## src/rtl/collision_matrix_detector_if.sv

```systemverilog
// ============================================================================
// Module   : collision_matrix_detector_if
// Purpose  : Draw-flag and collision-flag bundle between the object drawers and
//            collision_matrix_detector.
// Revision : 1.0 - initial release
// ============================================================================
`default_nettype none

interface collision_matrix_detector_if #(
   parameter int NUM_OBJ = 8
);
   localparam int NUM_PAIRS = NUM_OBJ * (NUM_OBJ - 1) / 2;

   logic                 clear;
   logic                 startOfFrame;
   logic [NUM_OBJ-1:0]   draw;
   logic [NUM_PAIRS-1:0] live_hit;
   logic [NUM_PAIRS-1:0] frame_hit;
   logic [NUM_PAIRS-1:0] pair_event;
   logic [NUM_OBJ-1:0]   obj_hit;
   logic                 frame_valid;

   modport master (
      output clear, startOfFrame, draw,
      input  live_hit, frame_hit, pair_event, obj_hit, frame_valid
   );

   modport slave (
      input  clear, startOfFrame, draw,
      output live_hit, frame_hit, pair_event, obj_hit, frame_valid
   );
endinterface

`default_nettype wire

```

## src/rtl/collision_matrix_detector.sv

```systemverilog
// ============================================================================
// Module   : collision_matrix_detector
// Purpose  : Per-pair object overlap detector (live, per-frame sticky, new-hit
//            events). Optional event holdoff enabled by COLLISION_HOLDOFF_EN.
// Revision : 1.0 - initial release
// ============================================================================
`default_nettype none

module collision_matrix_detector #(
   parameter int                                 NUM_OBJ        = 8,
   parameter logic [NUM_OBJ*(NUM_OBJ-1)/2-1:0]   PAIR_MASK      = '1,
   parameter int                                 HOLDOFF_FRAMES = 4
) (
   input  logic                       clk,
   input  logic                       reset,
   collision_matrix_detector_if.slave bus
);
   localparam int NUM_PAIRS = NUM_OBJ * (NUM_OBJ - 1) / 2;

   // Bit set for every pair index (enumeration order (0,1),(0,2)..) containing k.
   function automatic logic [NUM_PAIRS-1:0] pairsOf(input int k);
      logic [NUM_PAIRS-1:0] m;
      int                   p;
      m = '0;
      p = 0;
      for (int i = 0; i < NUM_OBJ - 1; i++) begin
         for (int j = i + 1; j < NUM_OBJ; j++) begin
            if (i == k || j == k) m = m | (NUM_PAIRS'(1) << p);
            p++;
         end
      end
      return m;
   endfunction

   logic [NUM_PAIRS-1:0] w_liveHit;
   logic [NUM_PAIRS-1:0] w_rawEvent;
   logic [NUM_PAIRS-1:0] w_pairEvent;
   logic [NUM_OBJ-1:0]   w_objHit;
   logic [NUM_PAIRS-1:0] r_acc;
   logic [NUM_PAIRS-1:0] r_frameHit;
   logic [NUM_PAIRS-1:0] r_pairEvent;
   logic                 r_frameValid;

   generate
      for (genvar i = 0; i < NUM_OBJ - 1; i++) begin : g_rowI
         for (genvar j = i + 1; j < NUM_OBJ; j++) begin : g_colJ
            localparam int c_pairIdx = i * (2 * NUM_OBJ - i - 1) / 2 + (j - i - 1);
            assign w_liveHit[c_pairIdx] = bus.draw[i] & bus.draw[j] & PAIR_MASK[c_pairIdx];
         end
      end

      for (genvar k = 0; k < NUM_OBJ; k++) begin : g_obj
         localparam logic [NUM_PAIRS-1:0] c_objPairs = pairsOf(k);
         assign w_objHit[k] = |(r_frameHit & c_objPairs);
      end
   endgenerate

   assign w_rawEvent = r_acc & ~r_frameHit;

`ifdef COLLISION_HOLDOFF_EN
   localparam int                  c_cntW     = $clog2(HOLDOFF_FRAMES + 1);
   localparam logic [c_cntW-1:0]   c_holdLoad = c_cntW'(HOLDOFF_FRAMES);
   localparam logic [c_cntW-1:0]   c_one      = c_cntW'(1);

   generate
      for (genvar p = 0; p < NUM_PAIRS; p++) begin : g_holdoff
         logic [c_cntW-1:0] r_holdCnt;

         assign w_pairEvent[p] = w_rawEvent[p] & (r_holdCnt == '0);

         // Counter ticks once per frame boundary; a fresh event reloads it.
         always_ff @(posedge clk or posedge reset) begin
            if (reset) begin
               r_holdCnt <= '0;
            end else if (bus.clear) begin
               r_holdCnt <= '0;
            end else if (bus.startOfFrame) begin
               if (r_holdCnt != '0) r_holdCnt <= r_holdCnt - c_one;
               else if (w_rawEvent[p]) r_holdCnt <= c_holdLoad;
            end
         end
      end
   endgenerate
`else
   localparam int c_unusedHoldoff = HOLDOFF_FRAMES;
   assign w_pairEvent = w_rawEvent;
`endif

   // The SOF-cycle pixel seeds the new frame's accumulator.
   always_ff @(posedge clk or posedge reset) begin
      if (reset) begin
         r_acc        <= '0;
         r_frameHit   <= '0;
         r_pairEvent  <= '0;
         r_frameValid <= 1'b0;
      end else if (bus.clear) begin
         r_acc        <= '0;
         r_frameHit   <= '0;
         r_pairEvent  <= '0;
         r_frameValid <= 1'b0;
      end else if (bus.startOfFrame) begin
         r_frameHit   <= r_acc & PAIR_MASK;
         r_pairEvent  <= w_pairEvent & PAIR_MASK;
         r_acc        <= w_liveHit;
         r_frameValid <= 1'b1;
      end else begin
         r_acc        <= r_acc | w_liveHit;
         r_pairEvent  <= '0;
         r_frameValid <= 1'b0;
      end
   end

   assign bus.live_hit    = w_liveHit;
   assign bus.frame_hit   = r_frameHit;
   assign bus.pair_event  = r_pairEvent;
   assign bus.obj_hit     = w_objHit;
   assign bus.frame_valid = r_frameValid;

endmodule

`default_nettype wire

```

## src/flat_wrapper.sv

```systemverilog
// flat-port wrapper written by rule: the top's interface ports become plain ports
module collision_matrix_detector_flat 
#(
   parameter int                                 NUM_OBJ        = 8,
   parameter logic [NUM_OBJ*(NUM_OBJ-1)/2-1:0]   PAIR_MASK      = '1,
   parameter int                                 HOLDOFF_FRAMES = 4
)
  (clk, reset, bus_clear, bus_startOfFrame, bus_draw, bus_live_hit, bus_frame_hit, bus_pair_event, bus_obj_hit, bus_frame_valid);
  collision_matrix_detector_if #(.NUM_OBJ(NUM_OBJ)) bus_i ();
  input  logic clk;
  input  logic reset;
  input wire logic [$bits(bus_i.clear)-1:0] bus_clear;
  input wire logic [$bits(bus_i.startOfFrame)-1:0] bus_startOfFrame;
  input wire logic [$bits(bus_i.draw)-1:0] bus_draw;
  output wire logic [$bits(bus_i.live_hit)-1:0] bus_live_hit;
  output wire logic [$bits(bus_i.frame_hit)-1:0] bus_frame_hit;
  output wire logic [$bits(bus_i.pair_event)-1:0] bus_pair_event;
  output wire logic [$bits(bus_i.obj_hit)-1:0] bus_obj_hit;
  output wire logic [$bits(bus_i.frame_valid)-1:0] bus_frame_valid;
  assign bus_i.clear = bus_clear;
  assign bus_i.startOfFrame = bus_startOfFrame;
  assign bus_i.draw = bus_draw;
  assign bus_live_hit = bus_i.live_hit;
  assign bus_frame_hit = bus_i.frame_hit;
  assign bus_pair_event = bus_i.pair_event;
  assign bus_obj_hit = bus_i.obj_hit;
  assign bus_frame_valid = bus_i.frame_valid;
  collision_matrix_detector #(.NUM_OBJ(NUM_OBJ), .PAIR_MASK(PAIR_MASK), .HOLDOFF_FRAMES(HOLDOFF_FRAMES)) u_core (.clk(clk), .reset(reset), .bus(bus_i));
endmodule
```

## config.mk

```make
export PLATFORM = sky130hd
export DESIGN_NAME = collision_matrix_detector_flat
export DESIGN_NICKNAME = d
export VERILOG_FILES = /design/src/rtl/collision_matrix_detector_if.sv /design/src/rtl/collision_matrix_detector.sv /design/src/flat_wrapper.sv
export SDC_FILE = /design/constraint.sdc
export NUM_CORES = 1
export LEC_CHECK = 0
export BUFFER_PORTS_ARGS = -buffer_cell sky130_fd_sc_hd__clkbuf_2
export CORE_MARGIN = 3
export CORE_UTILIZATION = 55
export DETAILED_ROUTE_END_ITERATION = 12
export GPL_ROUTABILITY_DRIVEN = 0
export HOLD_SLACK_MARGIN = 0.12
export MAX_ROUTING_LAYER = met4
export PLACE_DENSITY = 0.95
export SYNTH_ARGS = -nofsm -noshare
export SYNTH_HDL_FRONTEND = slang
export SYNTH_SLANG_ARGS = --single-unit
export TNS_END_PERCENT = 50
```

## constraint.sdc

```tcl
create_clock -name clk -period 4.8 [get_ports clk]
set_input_delay 0.96 -clock clk [delete_from_list [all_inputs] [get_ports clk]]
set_output_delay 0.96 -clock clk [all_outputs]
set_load 0.1 [all_outputs]
```

==> impl_metrics.env, run 1 <==
export IMPL_finClkSkew_ps=5.94
export IMPL_rr_worst_depth=2
export IMPL_end_kind="output port"
export IMPL_path_clk_slew_ps=80
export IMPL_seqPwrFrac_pct=44.7
export IMPL_die_w_um=86.0
export IMPL_tightest_slew_ps=1110
export IMPL_timing_rr_end="u_core.bus.frame_hit[20]$_DFFE_PP0P_"
export IMPL_synth_flop_cell="dfrtp_1"
export IMPL_hold_buffers=0
export IMPL_ys_top_cells_by_area="dfrtp_1, mux2i_1, nand2b_1"
export IMPL_setup_violations=0
export IMPL_grt_max_degree=58
export IMPL_whs_ps=526
export IMPL_power_leakage_nw=2.43
export IMPL_grt_ovfl_total=0
export IMPL_cts_buffers=9
export IMPL_pwr_share_clk_pct=31.0
export IMPL_start_kind="input pin"
export IMPL_rsz0062_at_grt="false"
export IMPL_syn_to_final_growth_pct=21.5
export IMPL_rrSetupSlack_ps=3900
export IMPL_finalHoldViolCount=0
export IMPL_die_h_um=86.0
export IMPL_cts_resized_gates=0
export IMPL_synth_nets=335
export IMPL_clock_fmax_mhz=355
export IMPL_synth_edff_count=0
export IMPL_fin_area_um2=4280
export IMPL_nNetsFinal=438
export IMPL_ys_seq_elements=85
export IMPL_fin_cells=506
export IMPL_place_inst=490
export IMPL_relSlewSlack_pct=25.9
export IMPL_root_buffer="clkbuf_8"
export IMPL_hpwlAfterDp_mm=6.11
export IMPL_antenna_found_initial=0
export IMPL_post_route_min_period_ps=2820
export IMPL_worstPathRequired_ps=3840
export IMPL_cts_sinks=85
export IMPL_synth_top_area_share_pct=60.4
export IMPL_h_tree_depth=3
export IMPL_yosys_area_top_type="dfrtp_1"
export IMPL_yosys_warnings=0
export IMPL_vias=2866
export IMPL_status="complete, no violations"
export IMPL_tritoncts="done"
export IMPL_core_area_um2=6060
export IMPL_drt_wl_total_mm=9.16
export IMPL_rr_startpoint="u_core.bus.frame_hit[20]$_DFFE_PP0P_"
export IMPL_drive_gt1_share_pct=30.6
export IMPL_detail_route_vias_per_cell=5.66
export IMPL_hold_depth=1
export IMPL_die_area_um2=7400
export IMPL_ys_async_sr_fraction_pct=100
export IMPL_cts_setup_buffers=0
export IMPL_crit_fanout=7
export IMPL_synth_common_cells="dfrtp_1, nand2_1, inv_1"
export IMPL_grt_usage_pct=27.2
export IMPL_wl_per_cell_um=18.1
export IMPL_first_iter_violations=323
export IMPL_power_density_nw_per_um2=401
export IMPL_syn_area_um2=3520
export IMPL_ys_types=15
export IMPL_period_share_pct=58.7
export IMPL_tns_ps=0
export IMPL_netlist_instances=323
export IMPL_hold_path_endpoint="u_core.bus.pair_event[22]$_DFF_PP0_"
export IMPL_peakVddDrop_v=0.000251
export IMPL_drc_errors=0
export IMPL_ios=105
export IMPL_hold_start="u_core.bus.frame_hit[22]$_DFFE_PP0P_"
export IMPL_maxCapViolations=0
export IMPL_firstDrtPassIters=5
export IMPL_p_sw_mw=0.628
export IMPL_switching_share_pct=36.7
export IMPL_yosysMostFrequentCell="dfrtp_1"
export IMPL_postRouteAntennaNets=0
export IMPL_grt_pass1_wl_mm=14.7
export IMPL_syn_avg_cell_area_um2=10.9
export IMPL_drv_slew=0
export IMPL_power_internal_mw=1.08
export IMPL_path_class="in -> out"
export IMPL_ys_seq_area_share_pct=60.4
export IMPL_postPlaceCellArea_um2=4070
export IMPL_hp_class="reg -> reg"
export IMPL_rows=28
export IMPL_clockBufferDepth=2
export IMPL_diodes=0
export IMPL_grt_pass1_vias=2793
export IMPL_insertion_delay_ps=360
export IMPL_start_util_pct=58.1
export IMPL_p_comb_share_pct=24.3
export IMPL_cp_arrival_ps=1860
export IMPL_port_buffers=104
[worst max-delay path, cell delays in order]
cell,delay (ps)
clkbuf_2,240
nand2_1,140
inv_1,70
clkbuf_2,440
[cell usage in the layout (no fill, tap or decap), types with 2 or more instances in the layout]
cell / n
a21oi_1: 28
buf_4: 3
clkbuf_2: 104
clkbuf_8: 12
clkinv_2: 2
dfrtp_1: 85
inv_1: 29
mux2i_1: 28
nand2_1: 36
nand2b_1: 29
nor2_1: 28
nor3_1: 8
nor3b_1: 19
nor3b_2: 9
nor4_1: 8
[power by group through the flow]
stage                     combinational [mW]  sequential [mW]  clock (mW)
final                                  0.417            0.765       0.531
after global routing                   0.432            0.768       0.564
after CTS                              0.417            0.764       0.533
after detailed placement               0.415            0.778           0
after global placement                 0.411            0.776           0
after floorplan                        0.257            0.863           0
[logic make-up after synthesis]
logic type             Yosys count  share of synthesized area, %
AOI/OAI and AO/OA               28                          3.98
and+or+nand+nor                137                          21.8
buffers and inverters           45                          5.83
DFF                             85                          60.4
muxes                           28                          7.96
[layer usage]
metal / track usage [%] / vias to the layer above / wire length [um]
met1: 34.6 / 1397 / 3520
li1: - / 1262 / -
met3: 5.96 / 41 / 735
met2: 41.1 / 166 / 4570
met4: 14.1 / 0 / 335
met5: - / - / 0
[how the worst max path moves through the flow]
stage                     start                                  end  cells past startpoint
global placement      bus_clear  u_core.bus.pair_event[21]$_DFF_PP0_                      4
detailed placement    bus_clear  u_core.bus.pair_event[17]$_DFF_PP0_                      4
floorplan                 reset  u_core.bus.frame_hit[0]$_DFFE_PP0P_                      1
global route        bus_draw[3]                     bus_live_hit[13]                      4
CTS                 bus_draw[3]                     bus_live_hit[13]                      4
finish              bus_draw[3]                     bus_live_hit[13]                      4
[stage by stage]
step | power [mW] | utilization, % | setup slack (ps)
after floorplan | 1.12 | - | 1650
after global placement | 1.19 | 67.1 | 1900
after detailed placement | 1.19 | 67.1 | 1860
after CTS | 1.71 | 70.6 | 2010
after global routing | 1.76 | 70.6 | 1960
final | 1.71 | 70.6 | 1980
[state kept, by name (all words and copies together), names as in the netlist]
signal,flops
u_core.bus.frame_hit,28
u_core.bus.pair_event,28
u_core.r_acc,28
u_core.bus.frame_valid,1
[area by class of cell]
type / count / area (um^2)
clock buffer: 13 / 169
clock inverter: 3 / 42.5
fill: 422 / 1780
inverter: 30 / 114
multi-input combinational: 193 / 1190
sequential: 85 / 2130
tap: 75 / 93.8
timing repair buffer: 107 / 543
(Power assumes the default switching activity.)
==> inputs of run 2 (changes only) <==
CORE_UTILIZATION = 51   (was 55)
PLACE_DENSITY = 0.9   (was 0.95)
clock period = 2.7 ns   (was 4.8 ns; I/O delays follow)
==> run 2 against run 1 <==
  * Critical path depth down 1
  * Sequential share of layout area fell by 0.40 points
  * Final area up 0.82%
  * Worst hold slack lost 240 ps
  * Clock skew fell by 0.88 ps
  * Cell count increased by 1.4%
  * Worst setup slack worse by 1600 ps
  * Power up 75%
  * Routed wire length shrank 2.1%
==> impl_metrics.env, run 2 (synthesized netlist as in run 1, its figures left out) <==
export IMPL_status="complete, no violations"
export IMPL_maxCapViolations=0
export IMPL_cts_setup_buffers=0
export IMPL_syn_to_final_growth_pct=22.5
export IMPL_fin_cells=513
export IMPL_final_common_cell="clkbuf_2"
export IMPL_hold_buffers=0
export IMPL_dp_slack_ps=758
export IMPL_postRouteAntennaNets=0
export IMPL_crit_fanout=5
export IMPL_clock_fmax_mhz=434
export IMPL_cp_arrival_ps=1770
export IMPL_post_route_min_period_ps=2310
export IMPL_tightest_slew_ps=706
export IMPL_rows=29
export IMPL_p_sw_mw=1.11
export IMPL_crit_slowest_cell="nor4_1"
export IMPL_finalHoldViolCount=0
export IMPL_whs_ps=283
export IMPL_drc_errors=0
export IMPL_start_kind="flop"
export IMPL_firstDrtPassIters=4
export IMPL_peakVddDrop_v=0.000426
export IMPL_tritoncts="done"
export IMPL_power_density_nw_per_um2=693
export IMPL_relSlewSlack_pct=52.8
export IMPL_h_tree_depth=3
export IMPL_grt_pass1_vias=2755
export IMPL_end_kind="output port"
export IMPL_grt_ovfl_total=0
export IMPL_p_total_mw=2.99
export IMPL_drt_wl_total_mm=8.96
export IMPL_drive_gt1_share_pct=31.4
export IMPL_diodes=0
export IMPL_p_comb_share_pct=25.0
export IMPL_cp_num_buf_inv=1
export IMPL_path_clk_slew_ps=80
export IMPL_die_area_um2=7930
export IMPL_place_inst=497
export IMPL_cts_buffers=9
export IMPL_vias=2801
export IMPL_tns_ps=0
export IMPL_clockBufferDepth=2
export IMPL_start_util_pct=53.9
export IMPL_period_share_pct=85.4
export IMPL_fin_area_um2=4310
export IMPL_first_iter_violations=163
export IMPL_switching_share_pct=37.2
export IMPL_die_w_um=89.1
export IMPL_hpwlAfterDp_mm=6.36
export IMPL_num_fill_cells=516
export IMPL_rsz0062_at_grt="false"
export IMPL_drv_slew=0
export IMPL_final_util_pct=66.0
export IMPL_wl_per_cell_um=17.5
export IMPL_port_buffers=104
export IMPL_ios=105
export IMPL_path_cells="nor4_1 -> nand2_1 -> clkbuf_2"
export IMPL_finClkSkew_ps=5.06
export IMPL_cts_resized_gates=0
export IMPL_insertion_delay_ps=350
export IMPL_core_area_um2=6530
export IMPL_power_leakage_nw=2.45
export IMPL_antenna_found_initial=0
export IMPL_seqPwrFrac_pct=45.4
export IMPL_root_buffer="clkbuf_8"
export IMPL_detail_route_vias_per_cell=5.46
export IMPL_path_class="reg -> out"
export IMPL_postPlaceCellArea_um2=4120
export IMPL_setup_violations=0
export IMPL_grt_max_degree=57
export IMPL_nNetsFinal=443
export IMPL_cpPeakStageDelay_ps=470
export IMPL_cts_sinks=85
export IMPL_mostFrequentLayoutCells="clkbuf_2, dfrtp_1, nand2_1"
export IMPL_critPathTopFamily="simple AND/OR/NAND/NOR gates"
export IMPL_worstPathRequired_ps=2160
export IMPL_grt_usage_pct=24.7
export IMPL_pwr_share_clk_pct=29.6
export IMPL_setup_ws_ps=393
export IMPL_die_h_um=89.1
export IMPL_grt_pass1_wl_mm=14.1
export IMPL_hp_class="in -> async"
export IMPL_power_internal_mw=1.88
## run 2: final timing paths
path	slack (ps)	end	cells past startpoint	startpoint
worst min register to register	530	u_core.bus.pair_event[14]$_DFF_PP0_	1	u_core.bus.frame_hit[14]$_DFFE_PP0P_
worst max-delay path	390	bus_obj_hit[3]	3	u_core.bus.frame_hit[21]$_DFFE_PP0P_
worst max register to register	1870	u_core.bus.frame_hit[4]$_DFFE_PP0P_	2	u_core.bus.frame_hit[4]$_DFFE_PP0P_
min in group clk	530	u_core.bus.pair_event[14]$_DFF_PP0_	1	u_core.bus.frame_hit[14]$_DFFE_PP0P_
max in group asynchronous	1710	u_core.bus.frame_hit[19]$_DFFE_PP0P_	3	reset
worst min-delay path	280	u_core.bus.frame_hit[21]$_DFFE_PP0P_	2	reset
## run 2: power groups by stage
stage	Clock (mW)	Combinational [mW]	Sequential (mW)
after CTS	0.897	0.750	1.36
final	0.885	0.747	1.36
after detailed placement	0	0.749	1.38
after global routing	0.940	0.779	1.36
after global placement	0	0.743	1.38
after floorplan	0	0.458	1.53
## run 2: final cells by class
class / count / area [um^2] / area share [%]
inverters: 30 / 116 / 2.70
flip-flops and latches: 85 / 2130 / 49.3
multi-input cells: 193 / 1190 / 27.5
well taps: 77 / 96.3 / 2.23
clock inverters: 5 / 50.0 / 1.16
clock buffers: 11 / 141 / 3.28
repair buffers: 112 / 593 / 13.8
## run 2: metal layers
layer | GRT usage [%] | wire (um)
met1 | 32.4 | 3650
met2 | 37.8 | 4380
met3 | 3.69 | 626
met4 | 12.3 | 303
met5 | - | 0
==> inputs of run 3 (changes only) <==
MAX_ROUTING_LAYER = not set   (was met4)
==> run 3 against run 2 <==
  * Cell count is the same
  * Sequential share of layout area is the same
  * Worst hold slack is essentially flat
  * Routed wire length shrank 0.73%
  * Critical endpoint unchanged
==> impl_metrics.env, run 3 (synthesized netlist as in run 1, its figures left out) <==
export IMPL_crit_slowest_cell="nor4_1"
export IMPL_whs_ps=282
export IMPL_worstPathRequired_ps=2160
export IMPL_tritoncts="done"
export IMPL_final_common_cell="clkbuf_2"
export IMPL_grt_max_degree=57
export IMPL_status="complete, no violations"
export IMPL_first_iter_violations=160
export IMPL_final_util_pct=66.0
export IMPL_tightest_slew_ps=703
export IMPL_num_fill_cells=516
export IMPL_worst_path_stages=3
export IMPL_setup_ws_ps=388
export IMPL_grt_pass1_vias=2760
export IMPL_met3_usage_pct=3.69
export IMPL_peakVddDrop_v=0.000426
export IMPL_path_clk_slew_ps=80
export IMPL_mostFrequentLayoutCells="clkbuf_2, dfrtp_1, nand2_1"
export IMPL_die_w_um=89.1
export IMPL_rr_worst_depth=2
export IMPL_die_area_um2=7930
export IMPL_rows=29
export IMPL_drive_gt1_share_pct=31.4
export IMPL_power_density_nw_per_um2=694
export IMPL_cpPeakStageDelay_ps=470
export IMPL_fin_area_um2=4310
export IMPL_grtUsageMet2_pct=37.9
export IMPL_cts_buffers=9
export IMPL_cp_num_buf_inv=1
export IMPL_detail_route_vias_per_cell=5.37
export IMPL_syn_to_final_growth_pct=22.5
export IMPL_hp_class="in -> async"
export IMPL_fin_cells=513
export IMPL_cts_sinks=85
export IMPL_core_area_um2=6530
export IMPL_drc_errors=0
export IMPL_port_buffers=104
export IMPL_rrSetupSlack_ps=1880
export IMPL_firstDrtPassIters=4
export IMPL_drv_slew=0
export IMPL_crit_fanout=5
export IMPL_clock_fmax_mhz=433
export IMPL_diodes=0
export IMPL_postPlaceCellArea_um2=4120
export IMPL_power_leakage_nw=2.45
export IMPL_hold_buffers=0
export IMPL_path_cells="nor4_1 -> nand2_1 -> clkbuf_2"
export IMPL_grt_use_met1_pct=32.2
export IMPL_nNetsFinal=443
export IMPL_maxCapViolations=0
export IMPL_post_route_min_period_ps=2310
export IMPL_clockBufferDepth=2
export IMPL_start_util_pct=53.9
export IMPL_dp_slack_ps=758
export IMPL_timing_rr_end="u_core.bus.frame_hit[4]$_DFFE_PP0P_"
export IMPL_root_buffer="clkbuf_8"
export IMPL_h_tree_depth=3
export IMPL_die_h_um=89.1
export IMPL_critPathTopFamily="simple AND/OR/NAND/NOR gates"
export IMPL_period_share_pct=85.6
export IMPL_path_class="reg -> out"
export IMPL_grt_ovfl_total=0
export IMPL_tns_ps=0
export IMPL_ios=105
export IMPL_p_total_mw=2.99
export IMPL_cts_setup_buffers=0
export IMPL_insertion_delay_ps=350
export IMPL_antenna_found_initial=0
export IMPL_finalHoldViolCount=0
export IMPL_busiest_layer="met2"
export IMPL_hpwlAfterDp_mm=6.36
export IMPL_grt_usage_pct=23.9
export IMPL_wl_per_cell_um=17.3
export IMPL_relSlewSlack_pct=53.0
export IMPL_drt_wl_total_mm=8.90
export IMPL_place_inst=497
export IMPL_vias=2756
export IMPL_rr_startpoint="u_core.bus.frame_hit[4]$_DFFE_PP0P_"
export IMPL_cp_endpoint="bus_obj_hit[3]"
export IMPL_start_kind="flop"
export IMPL_setup_violations=0
export IMPL_grt_pass1_wl_mm=14.1
export IMPL_worstSetupStartpoint="u_core.bus.frame_hit[21]$_DFFE_PP0P_"
export IMPL_postRouteAntennaNets=0
export IMPL_rsz0062_at_grt="false"
export IMPL_finClkSkew_ps=4.39
export IMPL_cts_resized_gates=0
export IMPL_cp_arrival_ps=1770
export IMPL_end_kind="output port"
[run 3: cell counts in the layout (fill, tap and decap cells not counted)]
No cell type changed its count.
[run 3: worst min-delay path by stage]
| stage | slack, ps | cells past startpoint | end |
|---|---|---|---|
| finish | 280 | 2 | u_core.bus.frame_hit[21]$_DFFE_PP0P_ |
| detailed placement | 510 | 1 | u_core.bus.pair_event[14]$_DFF_PP0_ |
| global route | 340 | 2 | u_core.bus.frame_hit[21]$_DFFE_PP0P_ |
| global placement | 500 | 1 | u_core.bus.pair_event[14]$_DFF_PP0_ |
| floorplan | 500 | 2 | u_core.bus.frame_hit[7]$_DFFE_PP0P_ |
| CTS | 300 | 2 | u_core.bus.frame_hit[16]$_DFFE_PP0P_ |
[run 3: area by class of cell]
class,count,area (um^2),share of cell area [%]
clock inverters,5,50.0,1.16
repair buffers,112,593,13.8
well taps,77,96.3,2.23
flip-flops and latches,85,2130,49.3
multi-input cells,193,1190,27.5
inverters,30,116,2.70
clock buffers,11,141,3.28
[run 3: metal layers]
metal,vias up,share of wire [%],wire [um]
met5,-,0,0
met1,1348,41,3630
li1,1267,-,-
met2,119,48,4310
met4,0,3.5,311
met3,22,7.3,648
[run 3: where the power goes]
| group | leakage [nW] | internal, mW | total, mW | switching (mW) |
|---|---|---|---|---|
| sequential | 1.16 | 1.32 | 1.36 | 0.0412 |
| clock | 0.103 | 0.447 | 0.887 | 0.440 |
| combinational | 1.19 | 0.116 | 0.747 | 0.631 |
